`config.mk`:
```
export PLATFORM = sky130hd
export DESIGN_NAME = duc_hb_interp_firx2_h0
export DESIGN_NICKNAME = d
export VERILOG_FILES = /design/src/rtl/duc_hb_interp_firx2_h0.sv
export SDC_FILE = /design/constraint.sdc
export NUM_CORES = 2
export LEC_CHECK = 0
export CAP_MARGIN = 15
export CORE_MARGIN = 10
export CORE_UTILIZATION = 40
export DETAILED_ROUTE_END_ITERATION = 16
export GPL_TIMING_DRIVEN = 0
export PLACE_DENSITY_LB_ADDON = 0.05
export SYNTH_ARGS = -nofsm -noshare
export SYNTH_HDL_FRONTEND = slang
export SYNTH_SLANG_ARGS = --single-unit
```
`constraint.sdc`:
```
create_clock -name i_clock -period 12.5 [get_ports i_clock]
set_input_delay 2.5 -clock i_clock [delete_from_list [all_inputs] [get_ports i_clock]]
set_output_delay 2.5 -clock i_clock [all_outputs]
set_load 0.01 [all_outputs]
```
`src/rtl/duc_hb_interp_firx2_h0.sv`:
```
// Halfband interpolate-by-2 FIR for the DUC: symmetric 8-tap E0 branch plus centre-tap E1, one lane each for I and Q.
// Define DUC_HB_SAT_COUNT_EN to build the saturation event counter behind o_sat_count.

module duc_hb_interp_firx2_h0_lane #(
   parameter int WIDTH = 16
) (
   input  logic             i_clock,
   input  logic             i_reset,
   input  logic             i_shift,
   input  logic [WIDTH-1:0] i_x,
   output logic [WIDTH-1:0] o_even,
   output logic [WIDTH-1:0] o_odd,
   output logic             o_even_sat,
   output logic             o_odd_sat
);
   localparam int TAPS    = 8;
   localparam int NPAIR   = TAPS / 2;
   localparam int PA_W    = WIDTH + 1;
   localparam int CF_W    = 18;
   localparam int PR_W    = PA_W + CF_W;
   localparam int ACC_W   = PR_W + 3;
   localparam int FRAC    = 17;
   localparam int CTR_STG = 5;

   function automatic logic signed [CF_W-1:0] coef(input int k);
      case (k)
         0:       coef = -18'sd474;
         1:       coef = 18'sd3818;
         2:       coef = -18'sd16819;
         default: coef = 18'sd79010;
      endcase
   endfunction

   // Returns {clamped, result}; half-up rounding then clamp when the dropped
   // high bits disagree with the result sign.
   function automatic logic [WIDTH:0] rnd_sat(input logic signed [ACC_W-1:0] a);
      logic signed [ACC_W-1:0]   r;
      logic [ACC_W-WIDTH-17:0]   hi;
      r  = a + ACC_W'(65536);
      hi = r[ACC_W-1:WIDTH+16];
      if ((&hi) || !(|hi))
         rnd_sat = {1'b0, r[WIDTH+16:FRAC]};
      else if (r[ACC_W-1])
         rnd_sat = {1'b1, 1'b1, {(WIDTH-1){1'b0}}};
      else
         rnd_sat = {1'b1, 1'b0, {(WIDTH-1){1'b1}}};
   endfunction

   logic [TAPS-1:0][WIDTH-1:0]    tap_q, tap_d;
   logic [NPAIR-1:0][PA_W-1:0]    pa_q, pa_d;
   logic [NPAIR-1:0][PR_W-1:0]    prod_q, prod_d;
   logic [1:0][ACC_W-1:0]         s1_q, s1_d;
   logic [ACC_W-1:0]              acc_q, acc_d, acc_dly_q, acc_dly_d;
   logic [CTR_STG-1:0][WIDTH-1:0] ctr_q, ctr_d;
   logic [WIDTH:0]                even_q, even_d, odd_q, odd_d;

   always_comb begin
      tap_d = tap_q;
      if (i_shift)
         tap_d = {tap_q[TAPS-2:0], i_x};
      for (int k = 0; k < NPAIR; k++) begin
         pa_d[k]   = PA_W'($signed(tap_q[k])) + PA_W'($signed(tap_q[TAPS-1-k]));
         prod_d[k] = PR_W'($signed(pa_q[k])) * PR_W'(coef(k));
      end
      s1_d[0]   = ACC_W'($signed(prod_q[0])) + ACC_W'($signed(prod_q[1]));
      s1_d[1]   = ACC_W'($signed(prod_q[2])) + ACC_W'($signed(prod_q[3]));
      acc_d     = s1_q[0] + s1_q[1];
      // Extra stage so the even sample lands in the output register at T+7.
      acc_dly_d = acc_q;
      ctr_d     = {ctr_q[CTR_STG-2:0], tap_q[3]};
      even_d    = rnd_sat(acc_dly_q);
      odd_d     = rnd_sat({{(ACC_W-WIDTH-FRAC){ctr_q[CTR_STG-1][WIDTH-1]}},
                           ctr_q[CTR_STG-1], {FRAC{1'b0}}});
   end

   always_ff @(posedge i_clock) begin
      if (i_reset) begin
         tap_q     <= '0;
         pa_q      <= '0;
         prod_q    <= '0;
         s1_q      <= '0;
         acc_q     <= '0;
         acc_dly_q <= '0;
         ctr_q     <= '0;
         even_q    <= '0;
         odd_q     <= '0;
      end else begin
         tap_q     <= tap_d;
         pa_q      <= pa_d;
         prod_q    <= prod_d;
         s1_q      <= s1_d;
         acc_q     <= acc_d;
         acc_dly_q <= acc_dly_d;
         ctr_q     <= ctr_d;
         even_q    <= even_d;
         odd_q     <= odd_d;
      end
   end

   assign o_even     = even_q[WIDTH-1:0];
   assign o_even_sat = even_q[WIDTH];
   assign o_odd      = odd_q[WIDTH-1:0];
   assign o_odd_sat  = odd_q[WIDTH];
endmodule

module duc_hb_interp_firx2_h0 #(
   parameter int WIDTH = 16
) (
   input  logic             i_clock,
   input  logic             i_reset,
   input  logic [WIDTH-1:0] i_inph_data,
   input  logic [WIDTH-1:0] i_quad_data,
   input  logic             i_valid,
   output logic             o_ready,
   output logic [WIDTH-1:0] o_inph_data,
   output logic [WIDTH-1:0] o_quad_data,
   output logic             o_valid,
   output logic [15:0]      o_sat_count
);
   localparam int NUM_LANES = 2;
   localparam int STAGES    = 7;

   typedef enum logic {PH0, PH1} ph_e;

   ph_e                             ph_q, ph_d;
   logic                            accept;
   logic [STAGES:0]                 vld_pipe_q, vld_pipe_d;
   logic [NUM_LANES-1:0][WIDTH-1:0] lane_x, lane_even, lane_odd;
   logic [NUM_LANES-1:0]            lane_even_sat, lane_odd_sat;
   logic [NUM_LANES-1:0][WIDTH-1:0] out_q, out_d, odd_hold_q, odd_hold_d;
   logic                            out_vld_q, out_vld_d;
   logic                            odd_sat_q, odd_sat_d;
   logic                            sat_evt;

   assign o_ready = (ph_q == PH0) && !i_reset;
   assign accept  = i_valid && o_ready;
   assign lane_x  = {i_quad_data, i_inph_data};

   always_comb begin
      ph_d = ph_q;
      case (ph_q)
         PH0:     if (accept) ph_d = PH1;
         PH1:     ph_d = PH0;
         default: ph_d = PH0;
      endcase
   end

   genvar g;
   generate
      for (g = 0; g < NUM_LANES; g++) begin : g_lane
         duc_hb_interp_firx2_h0_lane #(.WIDTH(WIDTH)) u_lane (
            .i_clock    (i_clock),
            .i_reset    (i_reset),
            .i_shift    (accept),
            .i_x        (lane_x[g]),
            .o_even     (lane_even[g]),
            .o_odd      (lane_odd[g]),
            .o_even_sat (lane_even_sat[g]),
            .o_odd_sat  (lane_odd_sat[g])
         );
      end
   endgenerate

   // Even sample loads at T+7, odd is parked one cycle and follows at T+8.
   always_comb begin
      vld_pipe_d = {vld_pipe_q[STAGES-1:0], accept};
      out_d      = out_q;
      odd_hold_d = odd_hold_q;
      odd_sat_d  = odd_sat_q;
      sat_evt    = 1'b0;
      out_vld_d  = vld_pipe_q[STAGES-1] | vld_pipe_q[STAGES];
      if (vld_pipe_q[STAGES-1]) begin
         out_d      = lane_even;
         odd_hold_d = lane_odd;
         odd_sat_d  = |lane_odd_sat;
         sat_evt    = |lane_even_sat;
      end else if (vld_pipe_q[STAGES]) begin
         out_d   = odd_hold_q;
         sat_evt = odd_sat_q;
      end
   end

   always_ff @(posedge i_clock) begin
      if (i_reset) begin
         ph_q       <= PH0;
         vld_pipe_q <= '0;
         out_q      <= '0;
         odd_hold_q <= '0;
         odd_sat_q  <= 1'b0;
         out_vld_q  <= 1'b0;
      end else begin
         ph_q       <= ph_d;
         vld_pipe_q <= vld_pipe_d;
         out_q      <= out_d;
         odd_hold_q <= odd_hold_d;
         odd_sat_q  <= odd_sat_d;
         out_vld_q  <= out_vld_d;
      end
   end

   assign o_inph_data = out_q[0];
   assign o_quad_data = out_q[1];
   assign o_valid     = out_vld_q;

`ifdef DUC_HB_SAT_COUNT_EN
   logic [15:0] sat_cnt_q, sat_cnt_d;

   always_comb begin
      sat_cnt_d = sat_cnt_q;
      if (sat_evt && (sat_cnt_q != 16'hFFFF))
         sat_cnt_d = sat_cnt_q + 16'd1;
   end

   always_ff @(posedge i_clock) begin
      if (i_reset) sat_cnt_q <= '0;
      else         sat_cnt_q <= sat_cnt_d;
   end

   assign o_sat_count = sat_cnt_q;
`else
   logic sat_unused;
   assign sat_unused  = sat_evt;
   assign o_sat_count = 16'd0;
`endif
endmodule

```
==> impl_results.md <==
* Max Slew Vio Count at 0
* Max-Cap Viols at 0
* Vias/cell at 4.89
* Longest Clk Path Bufs at 3
* EDFF count, synth at 0
* Critical Path Most Common Cell: fa_1
* Starting DRT DRC Count at 2,544
* Htree depth at 4
* Hold Path End: g_lane[1].u_lane.ctr_q[78]$_SDFF_PP0_
* Initial core utilization at 40.2%
* Hold/Removal Path Class: flop to flop
* Hold path cells at 1
* Comb power frac at 23.7%
* Final WL at 232 mm
* Crit path DAT at 7590 ps
* Hold_buf cts at 0
* Row cnt at 167
* FMAX at 143 MHz
* Net Sw Frac at 31.9%
* FF-to-FF End: g_lane[0].u_lane.prod_q[102]$_SDFF_PP0_
* Synth Area in Adders at 35.5%
* Final setup TNS at 0 ps
* R2R Setup Slk at 5510 ps
* Vias in the first global route at 62,600
* Power, Total at 10.9 mW
* Largest net degree at the start of global routing at 33
* P_sw at 3.48 mW
* Worst rel slew slack at 18.9%
* Post-synthesis compound-gate area fraction at 10.9%
* Clock Skews at 50.0 ps
* DIE AREA at 227,000 um2
* Final Hold Vio Count at 0
* Net count, final at 11,200
* Clk_lat worst skew at 790 ps
* CP Buf/Inv Count at 5
* Top-area cell type share of the netlist area at 27.6%
* CP cell instances: inv_1 -> fa_1 -> inv_1 -> fa_1 -> fa_1 -> fa_1 -> fa_1 -> inv_1 -> fa_1 -> inv_1 -> ha_1 -> clkbuf_1 -> nand4_1 -> nor3b_1 -> nand4_1 -> o211a_1 -> a211o_1 -> a311oi_1 -> nand2b_1 -> o22ai_1 -> xnor2_1 -> nor2_1
* Clock sinks at 1,150
* Overflow after GRT at 0
* Syn Inst Count at 8,976
* CP delay by family, top: adder cells
* Number of synthesized register bits at 1,150
* Post-synthesis xor/xnor area fraction at 4.76%
* Crit Reg-Reg Startpoint: g_lane[0].u_lane.pa_q[41]$_SDFF_PP0_
* Critical Path Max Stage Delay at 630 ps
* Unique masters post-synth at 94
* Async SR Flop Fraction at 0%
* Filler cells at 20,500
* Cell internal pwr at 7.42 mW
* I/O Buffers at 68
* Boundary Pins at 85
* Most frequent cells in the layout: inv_1, ha_1, dfxtp_1, nor2_1, fa_1
* Post-Syn Area at 83,400 um2
* Fraction of synthesized area in multiplexers at 1.43%
* Synth warn at 0
* Root buffer cell: clkbuf_16
* DP HPWL at 194 mm
* Initial antenna violation count at 14
* Via count at 59,200
* Max FO, Critical Path at 8
* Clock slew seen by the registers of the worst setup and hold paths at 60 ps
* Final setup violation count at 0
* Leakage power total at 44.7 nW
* Slowest stage cell, crit path: dfxtp_1
* Worst Path Class, Setup: flop to flop
* Clock power frac at 37.7%
* DRT antenna net count at 0
* Commonest non-fill, non-tap cell in the layout: inv_1
* Die width at 477 um
* Min-Delay Startpoint: g_lane[1].u_lane.ctr_d[78]$_SDFF_PP0_
* Register area share after synthesis at 27.6%
* Status: finished clean
* Post-CTS setup buffers at 0
* Worst Tran Pin Value at 1220 ps
* Synthesized-area fraction occupied by and/or/nand/nor cells at 12.2%
* Reg2Reg Depth at 22
* CTS tree: built
* FF/Latch Area at 23,000 um2
* Startpoint types: flop
* Main synth FF type: dfxtp_1
* First-pass GRT wire length at 362 mm
* Final Cycle Share at 55.9%
* Area delta synth->final at 11.1%
* Remaining DRCs at 0
* Sequential group share of total power at 38.6%
* Initial DRT Pass Iterations at 8
* Synth area leader: dfxtp_1
* RSZ-0062 raised after global routing: false
* GP Congestion at 0.878
* Die Ht at 477 um
* CP required at 13,110 ps
* Multi-input logic area at 54,100 um2
* CTS Buf Count at 134
* Synth area leaders: dfxtp_1, ha_1, fa_1
* Main combinational cell family by area after synthesis: adder cells
* Power density over the cells at 118 nW/um2
* Peak VDD IR at 0.000113 V
* Syn Area/Cell at 9.29 um2
* CP endpoint kind: flop
* Per-cell routed wire length at 19.2 um
* CORE AREA at 207,000 um2
* GRT Util Overall at 20.3%
* Cts repair resizes at 0
* Layout cells sized above 1 at 3.97%
* Fin crit period at 6990 ps
[through the flow]
step           util [%]  std cells  setup slack [ps]  hold slack [ps]  area, um2
3_3_place_gp       42.3      11800              3110              419      87600
5_1_grt            44.7      12100              5220              448      92600
3_5_place_dp       42.4      11900              4820              422      87900
4_1_cts            44.7      12100              5530              427      92600
2_1_floorplan         -       8991              6570              414      83400
6_report           44.7      12100              5510              428      92600
[layer usage]
metal	global-route usage [%]	share of wire [%]	wire (um)	vias to the layer above
met4	5.87	3.0	6960	0
met2	36.8	50	116000	808
li1	-	-	-	29800
met1	25.4	45	103000	28300
met3	2.17	2.7	6200	306
met5	0	0	0	-
[cell type report]
class                           count  share of cell area, %
Timing Repair Buffer               83                   1.04
Sequential cell                  1150                   24.9
Clock inverter                     59                  0.994
Inverter                         1440                   5.84
Multi-Input combinational cell   6165                   58.4
Tap cell                         2788                   3.77
Antenna cell                        7                 0.0189
Buffer                            236                   1.04
Clock buffer                      178                   4.06
[how the worst max path moves through the flow]
stage	from	to	slack (ps)	cells after the start
5_1_grt	g_lane[0].u_lane.pa_q[39]$_SDFF_PP0_	g_lane[0].u_lane.prod_q[102]$_SDFF_PP0_	5220	22
2_1_floorplan	g_lane[1].u_lane.pa_q[38]$_SDFF_PP0_	g_lane[1].u_lane.prod_q[102]$_SDFF_PP0_	6570	21
4_1_cts	g_lane[0].u_lane.pa_q[41]$_SDFF_PP0_	g_lane[0].u_lane.prod_q[102]$_SDFF_PP0_	5530	22
3_3_place_gp	i_reset	g_lane[1].u_lane.even_q[15]$_SDFF_PP0_	3110	7
6_report	g_lane[0].u_lane.pa_q[41]$_SDFF_PP0_	g_lane[0].u_lane.prod_q[102]$_SDFF_PP0_	5510	22
3_5_place_dp	i_reset	g_lane[0].u_lane.prod_q[11]$_SDFF_PP0_	4820	7
[flip-flops by register name (all words and copies together) (netlist names), 16 cells and up]
register	count
odd_hold_q	32
g_lane.u_lane.acc_dly_d	44
o_quad_data	16
g_lane.u_lane.pa_q	136
g_lane.u_lane.acc_dly_q	44
g_lane.u_lane.even_q	32
o_inph_data	16
g_lane.u_lane.prod_q	242
g_lane.u_lane.tap_q	224
g_lane.u_lane.s1_q	130
g_lane.u_lane.ctr_q	32
g_lane.u_lane.ctr_d	160
g_lane.u_lane.odd_q	32
[power groups by stage]
| stage | clock, mW | sequential, mW | combinational (mW) |
|---|---|---|---|
| 6_report | 4.11 | 4.21 | 2.58 |
| 5_1_grt | 4.38 | 4.23 | 2.91 |
| 4_1_cts | 4.22 | 4.21 | 2.61 |
| 3_5_place_dp | 0 | 4.28 | 2.58 |
| 3_3_place_gp | 0 | 4.29 | 2.56 |
| 2_1_floorplan | 0 | 4.17 | 1.83 |
[Yosys cell counts, drive strengths merged (199+ instances only)]
master  instances
a21o          199
a21oi         382
o21ai         431
clkbuf        203
nor2b         363
inv          1440
nor2          733
dfxtp        1150
ha           1283
nand2         628
xnor2         253
fa            675
xor2          200
[cells by family after synthesis]
kind of cell | Yosys count
compound gates | 1430
xor+xnor | 453
fa+ha+maj | 1958
buf+inv | 1676
flops | 1150
mux | 113
other cells | 1
simple gates | 2195
Note: power is estimated with default switching activity, not from simulation.
